File: src/rtl/avalon_cipher_csr.sv
// rtl/avalon_cipher_csr.sv - Avalon-MM CSR bank that loads, launches and collects a block-cipher core
module avalon_cipher_csr #(
    parameter int KEY_WORDS  = 4,
    parameter int MSG_WORDS  = 4,
    parameter int ADDR_W     = 4,
    parameter int TIMEOUT    = 1024,
    parameter int EXPORT_SEL = 0
) (
    input  logic                   CLK,
    input  logic                   RESET_N,
    input  logic                   AVL_READ,
    input  logic                   AVL_WRITE,
    input  logic                   AVL_CS,
    input  logic [3:0]             AVL_BYTE_EN,
    input  logic [ADDR_W-1:0]      AVL_ADDR,
    input  logic [31:0]            AVL_WRITEDATA,
    output logic [31:0]            AVL_READDATA,
    output logic                   IRQ,
    output logic [31:0]            EXPORT_DATA,
    output logic                   CORE_START,
    output logic [32*KEY_WORDS-1:0] CORE_KEY,
    output logic [32*MSG_WORDS-1:0] CORE_MSG_IN,
    input  logic                   CORE_DONE,
    input  logic [32*MSG_WORDS-1:0] CORE_MSG_OUT
);
    localparam int MSG_IN_BASE  = KEY_WORDS;
    localparam int MSG_OUT_BASE = KEY_WORDS + MSG_WORDS;
    localparam int CTRL_ADDR    = KEY_WORDS + 2 * MSG_WORDS;
    localparam int STATUS_ADDR  = CTRL_ADDR + 1;
    localparam int CNT_W        = (TIMEOUT > 0) ? $clog2(TIMEOUT + 1) : 1;
    localparam logic [CNT_W-1:0] CNT_MAX = '1;

    typedef enum logic [1:0] {S_IDLE, S_LAUNCH, S_WAIT, S_CAPTURE} state_t;

    state_t           state, state_nxt;
    logic [31:0]      key_reg     [KEY_WORDS];
    logic [31:0]      msg_in_reg  [MSG_WORDS];
    logic [31:0]      msg_out_reg [MSG_WORDS];
    logic [31:0]      reg_view    [2**ADDR_W];
    logic [31:0]      rdata_reg;
    logic [CNT_W-1:0] tmo_cnt;
    logic             irq_en, done_flag, err_flag, tmo_flag, irq_reg;
    logic             busy, wr_en, data_wr, ctrl_wr, start_req, clr_req;
    logic             launch, clr_any, timeout_hit;
    int               wr_idx;

    function automatic logic [31:0] merge_be(input logic [31:0] old_word,
                                             input logic [31:0] new_word,
                                             input logic [3:0]  be);
        logic [31:0] res;
        for (int b = 0; b < 4; b++)
            res[8*b +: 8] = be[b] ? new_word[8*b +: 8] : old_word[8*b +: 8];
        return res;
    endfunction

    assign wr_idx    = int'(AVL_ADDR);
    assign wr_en     = AVL_CS && AVL_WRITE;
    assign busy      = (state != S_IDLE);
    assign data_wr   = wr_en && (wr_idx < MSG_OUT_BASE);
    assign ctrl_wr   = wr_en && (wr_idx == CTRL_ADDR) && AVL_BYTE_EN[0];
    assign start_req = ctrl_wr && AVL_WRITEDATA[0];
    assign clr_req   = ctrl_wr && AVL_WRITEDATA[2];
    assign launch    = (state == S_IDLE) && start_req;
    assign clr_any   = clr_req || launch;
    // A CORE_DONE in the last allowed WAIT cycle still wins over the abort.
    assign timeout_hit = (TIMEOUT != 0) && (state == S_WAIT) && !CORE_DONE &&
                         (int'(tmo_cnt) + 1 >= TIMEOUT);

    always_ff @(posedge CLK or negedge RESET_N) begin
        if (!RESET_N)
            state <= S_IDLE;
        else
            state <= state_nxt;
    end

    always_comb begin
        state_nxt = state;
        case (state)
            S_IDLE:    if (start_req) state_nxt = S_LAUNCH;
            S_LAUNCH:  state_nxt = S_WAIT;
            S_WAIT: begin
                if (CORE_DONE)
                    state_nxt = S_CAPTURE;
                else if (timeout_hit)
                    state_nxt = S_IDLE;
            end
            S_CAPTURE: state_nxt = S_IDLE;
            default:   state_nxt = S_IDLE;
        endcase
    end

    always_ff @(posedge CLK or negedge RESET_N) begin
        if (!RESET_N) begin
            for (int i = 0; i < KEY_WORDS; i++) key_reg[i] <= '0;
            for (int i = 0; i < MSG_WORDS; i++) begin
                msg_in_reg[i]  <= '0;
                msg_out_reg[i] <= '0;
            end
            irq_en    <= 1'b0;
            done_flag <= 1'b0;
            err_flag  <= 1'b0;
            tmo_flag  <= 1'b0;
            irq_reg   <= 1'b0;
            rdata_reg <= '0;
            tmo_cnt   <= '0;
        end else begin
            for (int i = 0; i < KEY_WORDS; i++)
                if (data_wr && !busy && wr_idx == i)
                    key_reg[i] <= merge_be(key_reg[i], AVL_WRITEDATA, AVL_BYTE_EN);
            for (int i = 0; i < MSG_WORDS; i++)
                if (data_wr && !busy && wr_idx == MSG_IN_BASE + i)
                    msg_in_reg[i] <= merge_be(msg_in_reg[i], AVL_WRITEDATA, AVL_BYTE_EN);
            // Result is only guaranteed while CORE_DONE is high, so grab it then.
            if (state == S_WAIT && CORE_DONE)
                for (int i = 0; i < MSG_WORDS; i++)
                    msg_out_reg[i] <= CORE_MSG_OUT[32*(MSG_WORDS-i)-1 -: 32];
            if (ctrl_wr)
                irq_en <= AVL_WRITEDATA[1];
            done_flag <= (state == S_CAPTURE) || (done_flag && !clr_any);
            err_flag  <= (busy && (data_wr || start_req)) || timeout_hit ||
                         (err_flag && !clr_any);
            tmo_flag  <= timeout_hit || (tmo_flag && !clr_any);
            irq_reg   <= done_flag && irq_en;
            if (AVL_CS && AVL_READ)
                rdata_reg <= reg_view[AVL_ADDR];
            if (state == S_LAUNCH)
                tmo_cnt <= '0;
            else if (state == S_WAIT && tmo_cnt != CNT_MAX)
                tmo_cnt <= tmo_cnt + 1'b1;
        end
    end

    for (genvar g = 0; g < 2**ADDR_W; g++) begin : g_view
        if (g < MSG_IN_BASE) begin : g_key
            assign reg_view[g] = key_reg[g];
        end else if (g < MSG_OUT_BASE) begin : g_min
            assign reg_view[g] = msg_in_reg[g-MSG_IN_BASE];
        end else if (g < CTRL_ADDR) begin : g_mout
            assign reg_view[g] = msg_out_reg[g-MSG_OUT_BASE];
        end else if (g == CTRL_ADDR) begin : g_ctrl
            assign reg_view[g] = {30'd0, irq_en, 1'b0};
        end else if (g == STATUS_ADDR) begin : g_stat
            assign reg_view[g] = {28'd0, tmo_flag, err_flag, done_flag, busy};
        end else begin : g_none
            assign reg_view[g] = '0;
        end
    end

    for (genvar g = 0; g < KEY_WORDS; g++) begin : g_core_key
        assign CORE_KEY[32*(KEY_WORDS-g)-1 -: 32] = key_reg[g];
    end
    for (genvar g = 0; g < MSG_WORDS; g++) begin : g_core_msg
        assign CORE_MSG_IN[32*(MSG_WORDS-g)-1 -: 32] = msg_in_reg[g];
    end

    assign CORE_START   = (state == S_LAUNCH);
    assign AVL_READDATA = rdata_reg;
    assign IRQ          = irq_reg;
    assign EXPORT_DATA  = reg_view[ADDR_W'(EXPORT_SEL)];
endmodule

File: config.mk
export PLATFORM = sky130hd
export DESIGN_NAME = avalon_cipher_csr
export DESIGN_NICKNAME = d
export VERILOG_FILES = /design/src/rtl/avalon_cipher_csr.sv
export SDC_FILE = /design/constraint.sdc
export NUM_CORES = 1
export LEC_CHECK = 0
export BUFFER_PORTS_ARGS = -buffer_cell sky130_fd_sc_hd__buf_2
export CAP_MARGIN = 20
export CORE_MARGIN = 3
export CORE_UTILIZATION = 55
export CTS_CLUSTER_DIAMETER = 80
export DETAILED_ROUTE_END_ITERATION = 16
export PLACE_DENSITY = 0.87
export SLEW_MARGIN = 20
export SYNTH_ARGS = -nofsm -noshare
export SYNTH_HDL_FRONTEND = slang
export SYNTH_SLANG_ARGS = --single-unit
File: constraint.sdc
create_clock -name CLK -period 4.1 [get_ports CLK]
set_input_delay 0 -clock CLK [delete_from_list [all_inputs] [get_ports CLK]]
set_output_delay 0 -clock CLK [all_outputs]
set_load 0.005 [all_outputs]
# Word level (Yosys, flattened, before mapping)
# Index checks and enable logic that the tools add are counted.
word_totals:
  register_bits: 434
  wordCells: 145
  out_inout_bits: 322
  input_bits: 174
classes:
  n_eq_ne: 14
  reduce_logical: 72
  addsub: 2
  magnitude_cmp: 3
  n_bitwise: 1
  muxes: 9
ops:
  columns: ["operator", "n"]
  rows:
  - ["binary-select mux 32 bit (select 4 bit)", 1]
  - ["AND reduction 2 bit", 33]
  - ["2-to-1 mux 32 bit", 2]
  - ["logical NOT 32 bit", 1]
  - ["logical AND 1 bit", 26]
  - ["2-to-1 mux 11 bit", 2]
  - ["== test 4 bit (second input constant)", 4]
  - ["adder 11 x 1 -> 12 bit (second input constant)", 1]
  - ["== test 4 x 3 -> 1 bit (second input constant)", 3]
  - ["greater-or-equal comparator 12 x 11 -> 1 bit (second input constant)", 1]
  - ["adder 11 x 1 -> 11 bit (second input constant)", 1]
  - ["!= test 11 bit (second input constant)", 1]
  - ["case mux 2 bit (4 select lines)", 1]
  - ["logical OR 1 bit", 6]
  - ["2-to-1 mux 2 bit", 3]
  - ["greater-or-equal comparator 5 bit (second input constant)", 1]
  - ["NOT 4 -> 5 bit", 1]
  - ["== test 2 bit (second input constant)", 2]
  - ["== test 4 x 2 -> 1 bit (second input constant)", 1]
  - ["less-than comparator 4 bit (second input constant)", 1]
  - ["nonzero test 2 bit", 2]
  - ["logical NOT 1 bit", 3]
  - ["!= test 3 bit (second input constant)", 1]
  - ["== test 2 x 1 -> 1 bit (second input constant)", 1]
  - ["2 further kinds", 2]

# Depth between registers and ports, before layout
# Gate-level depths: netlist of run 1.
depth:
  depth_word: 9
  depth_mapped: 7
  depth_no_buf: 5

# Worst setup path before layout of run 1
# No wires, ideal clock.
synth_path:
  path_type: "reg2reg"
  startpoint: "register state[0]"
  endpoint: "register msg_in_reg, in the netlist CORE_MSG_IN[65]"
  path_stages_with_launch: 8
  synth_period_minus_slack_ns: 1.769
  path_buffers: 3
  arrival_time_ns: 1.644
  setup_slack_ns: 2.331
  setup_ns: 0.125
  required_ns: 3.975
  path_cell_list: "dfrtp_1 -> buf_6 -> nor2_4 -> and4bb_2 -> buf_6 -> and3_1 -> buf_4 -> mux2_2"
synth_via:
  elab_chain_len: 5
synth_lines:
  columns: ["element", "line", "rtl"]
  rows:
  - ["start: declaration", "35", "state_t state, state_nxt;"]
  - ["start signal: assignment", "73", "state <= state_nxt;"]
  - ["nonzero test 2 bit", "58", "assign busy = (state != S_IDLE);"]
  - ["logical NOT 1 bit", "111", "if (data_wr && !busy && wr_idx == MSG_IN_BASE + i)"]
  - ["logical AND 1 bit (2 in series)", "111", null]
  - ["AND reduction 2 bit (no line)", null, null]
  - ["end signal: indexed assignment", "112", "msg_in_reg[i] <= merge_be(msg_in_reg[i], AVL_WRITEDATA, AVL_BYTE_EN);"]
  - ["end: declaration", "37", "logic [31:0] msg_in_reg [MSG_WORDS];"]
# No other way between the ends.
# A chain may end at the register's enable or synchronous reset.

# Final worst setup path of run 1
layout_path:
  startpoint: "register state[1]"
  endpoint: "register key_reg, in the netlist CORE_KEY[5]"
layout_via:
  elab_chain_len: 5
layout_lines:
  columns: ["element", "line", "rtl"]
  rows:
  - ["nonzero test 2 bit", "58", null]
  - ["logical NOT 1 bit", "108", "if (data_wr && !busy && wr_idx == i)"]
  - ["logical AND 1 bit (2 in series)", "108", null]
  - ["AND reduction 2 bit (no line)", null, null]
  - ["end signal: indexed assignment", "109", "key_reg[i] <= merge_be(key_reg[i], AVL_WRITEDATA, AVL_BYTE_EN);"]
  - ["end: declaration", "36", "logic [31:0] key_reg [KEY_WORDS];"]
# No other way between the ends.

==> results of run 1 <==
repair_timing:
| action | 4_1_cts | 5_1_grt |
|---|---|---|
| setup endpoints to repair | 0 | 0 |
| hold buffers | 175 | 0 |
| hold endpoints to repair | 496 | 0 |
| resized for setup | 0 | 0 |
layer usage:
metal / vias up / global-route usage (%)
met5: - / 0
met4: 0 / 13.94
met3: 174 / 7.951
met2: 843 / 53.52
met1: 7434 / 42.13
li1: 5976 / -
area by class of cell:
type	instances	area (sq um)	share of cell area, %
well taps	455	569.3	2.218
multi-input cells	715	8305	32.36
clock buffers	72	1430	5.571
inverters	4	15.01	0.05849
flip-flops and latches	434	10860	42.31
repair buffers	682	4403	17.15
clock inverters	10	86.33	0.3363
worst min-delay path by stage:
stage | to | depth (start not counted)
after floorplan | AVL_READDATA[0] | 0
after global placement | msg_out_reg[124] | 1
after detailed placement | msg_out_reg[124] | 1
after CTS | msg_out_reg[90] | 2
after global routing | msg_out_reg[89] | 2
final | msg_out_reg[58] | 2
through the flow:
stage	instances	setup WS [ps]	total power, mW
5_1_grt	2372	1178	13.89
3_5_place_dp	2115	1472	8.941
2_1_floorplan	1258	2331	7.742
6_report	2372	1279	13.39
3_3_place_gp	2115	1556	8.756
4_1_cts	2372	1350	13.26
cells in the mapped netlist, drive strengths merged, types with 2 or more instances:
| cell | instances |
|---|---|
| nor2b | 3 |
| a211o | 3 |
| dfrtp | 434 |
| nand2 | 17 |
| mux4 | 95 |
| nor3b | 3 |
| buf | 87 |
| nand3b | 3 |
| ha | 2 |
| a211oi | 2 |
| a21oi | 10 |
| mux2i | 34 |
| and3 | 10 |
| nor4 | 2 |
| inv | 4 |
| o22ai | 2 |
| mux2 | 387 |
| nor3 | 5 |
| nor2 | 7 |
| a21o | 2 |
| a21boi | 3 |
| nand4 | 4 |
| nand2b | 5 |
| and4 | 2 |
| clkbuf | 18 |
| and2 | 3 |
| o21ai | 29 |
| a22oi | 29 |
| a31oi | 3 |
| a41oi | 3 |
| a311oi | 2 |
| nand3 | 32 |
placed cells by master (no fill, tap or decap), types with 3 or more instances in the layout:
master         count
nand3_2           14
nand3b_1           3
a211o_1            3
mux2i_1           34
clkbuf_1           9
nor2_1             5
inv_1              4
a21oi_1           10
a31oi_1            3
o21ai_0           29
buf_12             5
and3_1            10
nand4_1            4
dlygate4sd3_1    175
clkbuf_8          16
mux4_2            95
mux2_1             9
a41oi_1            3
a21boi_0           3
buf_4              9
nor3_1             5
buf_2            491
nand2_1           16
clkbuf_16         47
clkinv_2           6
mux2_2           378
nand2b_1           5
dfrtp_1          434
a22oi_1           29
and2_1             3
nand3_1            8
nand3_4           10
worst register-to-register path, stage by stage, from the launching register on:
cell           delay (ps)
dfrtp_1               600
nor2_4                220
nor4b_4               230
buf_4                 410
nand3_4               240
mux2_1                400
dlygate4sd3_1         590
power groups by stage:
stage / Combinational [mW] / Clock (mW) / Sequential [mW]
floorplan: 1.91 / 0 / 5.83
global placement: 2.78 / 0 / 5.98
detailed placement: 2.88 / 0 / 6.06
CTS: 3.06 / 4.20 / 6.00
global route: 3.32 / 4.39 / 6.17
finish: 3.13 / 4.18 / 6.08
kinds of logic (layout without fill, tap and decap cells):
kind of cell / after synthesis / in the layout / share of synthesized area (%)
AO/OA/AOI/OAI: 98 / 98 / 3.336
adder cells (fa/ha/maj): 2 / 2 / 0.1264
buffers and inverters: 109 / 768 / 3.292
flip-flops: 434 / 434 / 54.85
multiplexers: 516 / 516 / 34.53
AND/OR/NAND/NOR: 99 / 99 / 3.867
==> run_results.csv, run 1 <==
group,metric,value,unit
die,die_width,195.7,microns
pwr,ir_drop,0.4427,mV
setup_path,reg2reg_depth,6,
setup_path,critPathBufInv,2,
die,core,35050,sq um
routing,wirelength,63730,microns
routing,wl_met2,31230,microns
setup_path,critPathCaptureType,"flip-flop",
setup_path,cp_data_arrival_time,3250,ps
routing,wire_per_inst,26.87,microns
finish,syn2layout_area_growth,29.63,%
routing,routed.top_layer,"met4",
setup_path,setup.worst_path.end,"CORE_KEY[5]",
yosys,yosysWarnings,0,
placement,place_congestion,0.8745,
finish,final_layout_size_suffix_gt1_share,56.65,%
min_path,min_path_type,"in -> async",
sta,whs,78.85,ps
die,design.die.area,38320,sq um
placement,io_buffers,495,
yosys,synth_edf_count,0,
grt,antenna_found_initial,3,
pwr,seq_power_share,45.4,%
setup_path,path_cells,"nor2_4, nor4b_4, buf_4, nand3_4, mux2_1, dlygate4sd3_1",
setup_path,rr_startpoint,"state[1]",
pwr,p_int,9.531,mW
die,row_count,68,
yosys,avgSynthCellArea,15.74,sq um
sta,period_needed,2821,ps
yosys,syn_nets,1434,
routing,viasPerCell,6.082,
yosys,synth.distinct_cells,56,
job,maxCapViolCount,0,
clock_tree,clock_path_buffers,3,
finish,stdcell_area,25670,sq um
setup_path,crit_slowest_cell,"dfrtp_1",
sta,max_freq,354.5,MHz
clock_tree,clock-root-buffer,"clkbuf_16",
routing,m1WireLength,24020,microns
sta,setup_tns,0,ps
yosys,synthTopCellsByArea,"dfrtp_1 (55%), mux2_2 (21%), mux4_2 (11%)",
pwr,leakagePower,12.91,nW
sta,finalHoldViolCount,0,
setup_path,critical_path_required,4530,ps
clock_tree,cts_tree,"yes",
sta,clock_skew,22.58,ps
grt,grt_max_degree,122,
yosys,synth_seq_cells,434,
clock_tree,cts.clk_slew.worst_paths,60,ps
grt,grt_pass1_wl,96360,microns
die,ioPinCount,496,
sta,tightest_slew,1017,ps
finish,n_antenna_cell,0,
setup_path,rrSetupSlack,1280,ps
setup_path,cp_max_fo,18,
setup_path,path_class,"reg -> reg",
setup_path,path_delay_family,"buffers and inverters",
sta,rsz0062_at_grt,"no",
sta,drv_slew,0,
yosys,seq_area_frac_synth,54.85,%
yosys,async_flop_share,100.0,%
yosys,ys.flop_type,"dfrtp_1",
setup_path,critPathLaunch,"state[1]",
pwr,p_clk_share,31.2,%
setup_path,cp_num_cells,6,
routing,drc_errors,0,
finish,nFillCells,2066,
run_status,outcome,"complete, no violations",
yosys,yosys.area.top_type,"dfrtp_1",
yosys,synth_top_area_share,54.85,%
setup_path,r2r_end,"CORE_KEY[5]",
clock_tree,insertion_delay,570,ps
setup_path,cp-start-kind,"flip-flop",
pwr,netSwitchingPower,3.858,mW
placement,place_area,22400,sq um
grt,grt_util_all_layers,32.70,%
pwr,combPwrFrac,23.4,%
grt,grt_pass1_vias,15620,
pwr,power_density,521.6,nW/um^2
yosys,synthesis.area,19800,sq um
die,initial_core_util,56.49,%
routing,initialDrtViolationCount,997,
clock_tree,numCtsBuffers,45,
finish,fin_util,73.23,%
routing,via_count,14430,
die,fp.dieH,195.7,microns
finish,final_nets,2058,
clock_tree,cts-htree-levels,2,
clock_tree,post_cts_buffers,0,
sta,period_share,68.79,%
yosys,netlist_instances,1258,
sta,setup_violations,0,
grt,overflow,0,
clock_tree,clkSinkCount,434,
placement,dp_hpwl,40970,microns
sta,slew_headroom,32.09,%
setup_path,max_stage_delay,600,ps
pwr,swShare,28.82,%
routing,ant_nets,0,
routing,met3_length,5650,microns
routing,drtPass1Iterations,6,
Power figures use the tool's default switching activity.
==> run 2: changes to the inputs <==
- CORE_UTILIZATION: 55 -> 54
- PLACE_DENSITY: 0.87 -> 0.86
- clock period: 4.1 -> 2.7 ns (I/O delays scaled with it)
==> run 2 against run 1 <==
  * Non-clock buffer count is 27 higher
  * Clock skew shrank 6.5 ps
  * Sequential share of layout area down 0.61 points
  * Setup slack got worse by 1000 ps
  * Die area up 1.8%
  * Hold slack worse by 42 ps
  * Design area is 1.5% higher
  * Largest power group unchanged
  * Clock power increased by 58%
  * Critical path depth unchanged
  * Sequential cell count did not move
  * First-iteration DRC count grew 2.4%
==> run_results.csv, run 2 (synthesized netlist as in run 1, its figures left out) <==
group,metric,value,unit
setup_path,cp_max_fo,16,
setup_path,max_stage_delay,550,ps
setup_path,critPathLaunch,"state[0]",
clock_tree,insertion_delay,570,ps
setup_path,path_cells,"nor2_4, nor4b_4, buf_4, nand3_4, mux2_1, dlygate4sd3_1",
finish,multi_input_area,8305,sq um
routing,initialDrtViolationCount,1021,
setup_path,cp_data_arrival_time,2890,ps
clock_tree,cts_tree,"yes",
grt,overflow,0,
finish,final_layout_size_suffix_gt1_share,57.01,%
min_path,min_path_type,"in -> async",
die,design.die.area,39000,sq um
setup_path,critical_path_required,3140,ps
finish,regArea,10860,sq um
finish,stdcell_count,2413,
grt,grt_util_all_layers,33.39,%
clock_tree,numCtsBuffers,46,
die,ioPinCount,496,
run_status,outcome,"complete, no violations",
routing,drc_errors,0,
clock_tree,clock_path_buffers,3,
grt,grt_max_degree,94,
finish,final_nets,2086,
routing,wire_per_inst,27.33,microns
finish,final_cell_mix,"buf_2 (491), dfrtp_1 (434), mux2_2 (378)",
sta,setup_violations,0,
setup_path,reg2reg_depth,6,
setup_path,setup.worst_path.end,"EXPORT_DATA[25]",
pwr,leakagePower,13.08,nW
pwr,ir_drop,0.5887,mV
pwr,power,20.76,mW
grt,antenna_found_initial,9,
finish,layout_commonest_cell,"buf_2",
sta,period_needed,2451,ps
sta,period_share,90.78,%
routing,wirelength,65950,microns
job,maxCapViolCount,0,
placement,dp_cells,2145,
setup_path,cp-start-kind,"flip-flop",
sta,max_freq,408.0,MHz
sta,whs,37.32,ps
sta,clock_skew,16.06,ps
finish,nFillCells,2193,
setup_path,r2r_end,"EXPORT_DATA[25]",
routing,via_count,14680,
die,row_count,69,
pwr,power_density,797.1,nW/um^2
die,initial_core_util,55.27,%
clock_tree,clkSinkCount,434,
placement,io_buffers,495,
die,fp.dieH,197.5,microns
sta,slew_headroom,39.72,%
sta,drv_slew,0,
routing,ant_nets,0,
routing,viasPerCell,6.085,
setup_path,crit_slowest_cell,"dlygate4sd3_1",
placement,dp_hpwl,42430,microns
clock_tree,cts.clk_slew.worst_paths,60,ps
setup_path,rrSetupSlack,250,ps
routing,drtPass1Iterations,5,
sta,setup_tns,0,ps
clock_tree,cts-htree-levels,2,
finish,syn2layout_area_growth,31.52,%
sta,tightest_slew,896.0,ps
setup_path,rr_startpoint,"state[0]",
setup_path,critPathCaptureType,"flip-flop",
sta,finalHoldViolCount,0,
clock_tree,clock-root-buffer,"clkbuf_16",
die,core,35830,sq um
grt,grt_pass1_vias,15810,
clock_tree,cts_resized,0,
clock_tree,post_cts_buffers,0,
sta,rsz0062_at_grt,"no",
grt,grt_pass1_wl,98690,microns
setup_path,path_class,"reg -> reg",
placement,place_congestion,0.8991,
die,die_width,197.5,microns
## run 2: changes by cell type in the layout (fill, tap and decap cells not counted), moves of 3 or more
cell	before	now
clkbuf_1	9	12
clkinv_2	6	3
dlygate4sd3_1	175	178
buf_12	5	10
diode_2	0	5
clkbuf_8	16	13
buf_4	9	28
clkinvlp_4	0	4
## run 2: power breakdown
group | internal [mW] | switching [mW] | total, mW | leakage (nW)
Sequential | 8.06 | 1.16 | 9.23 | 5.68
Clock | 3.97 | 2.65 | 6.62 | 0.772
Combinational | 2.76 | 2.15 | 4.91 | 6.62
## run 2: layer usage
| layer | GRT usage, % | vias to the layer above | share of wire (%) |
|---|---|---|---|
| li1 | - | 6039 | - |
| met5 | 0 | - | 0.056 |
| met4 | 14.50 | 6 | 4.5 |
| met2 | 55.24 | 830 | 49 |
| met1 | 42.38 | 7607 | 38 |
| met3 | 8.238 | 200 | 8.2 |
## run 2: repair_timing
item / in CTS / in global routing
setup endpoints to repair: 0 / 0
endpoints found under the hold margin: 527 / 0
hold buffers: 178 / 0
## run 2: worst min path at each step
stage / end / slack, ps
after global routing: CORE_KEY[73] / 110
after detailed placement: CORE_MSG_IN[106] / 90
after floorplan: AVL_READDATA[0] / -300
after global placement: CORE_MSG_IN[74] / 70
after CTS: CORE_MSG_IN[106] / 60
final: CORE_MSG_IN[106] / 40
## run 2: worst max-delay path: cells and delay by family (launching register included)
family,cells,cell delay (ps)
buf+inv,2,940
flops,1,400
mux,1,370
simple gates,3,590
## run 2: cell type report
| class | count | area share [%] |
|---|---|---|
| clock buffers | 74 | 5.568 |
| diodes | 5 | 0.04804 |
| well taps | 461 | 2.215 |
| clock inverters | 11 | 0.5621 |
| flip-flops and latches | 434 | 41.70 |
| multi-input cells | 715 | 31.89 |
| repair buffers | 709 | 17.95 |
| inverters | 4 | 0.05765 |
## run 2: through the flow
stage,area (sq um),util [%],worst slack (ps)
after floorplan,19800,-,931.4
after global placement,22650,63.22,641.3
after detailed placement,22650,63.22,561.9
after CTS,26030,72.65,250.0
after global routing,26040,72.68,108.5
final,26040,72.69,249.1
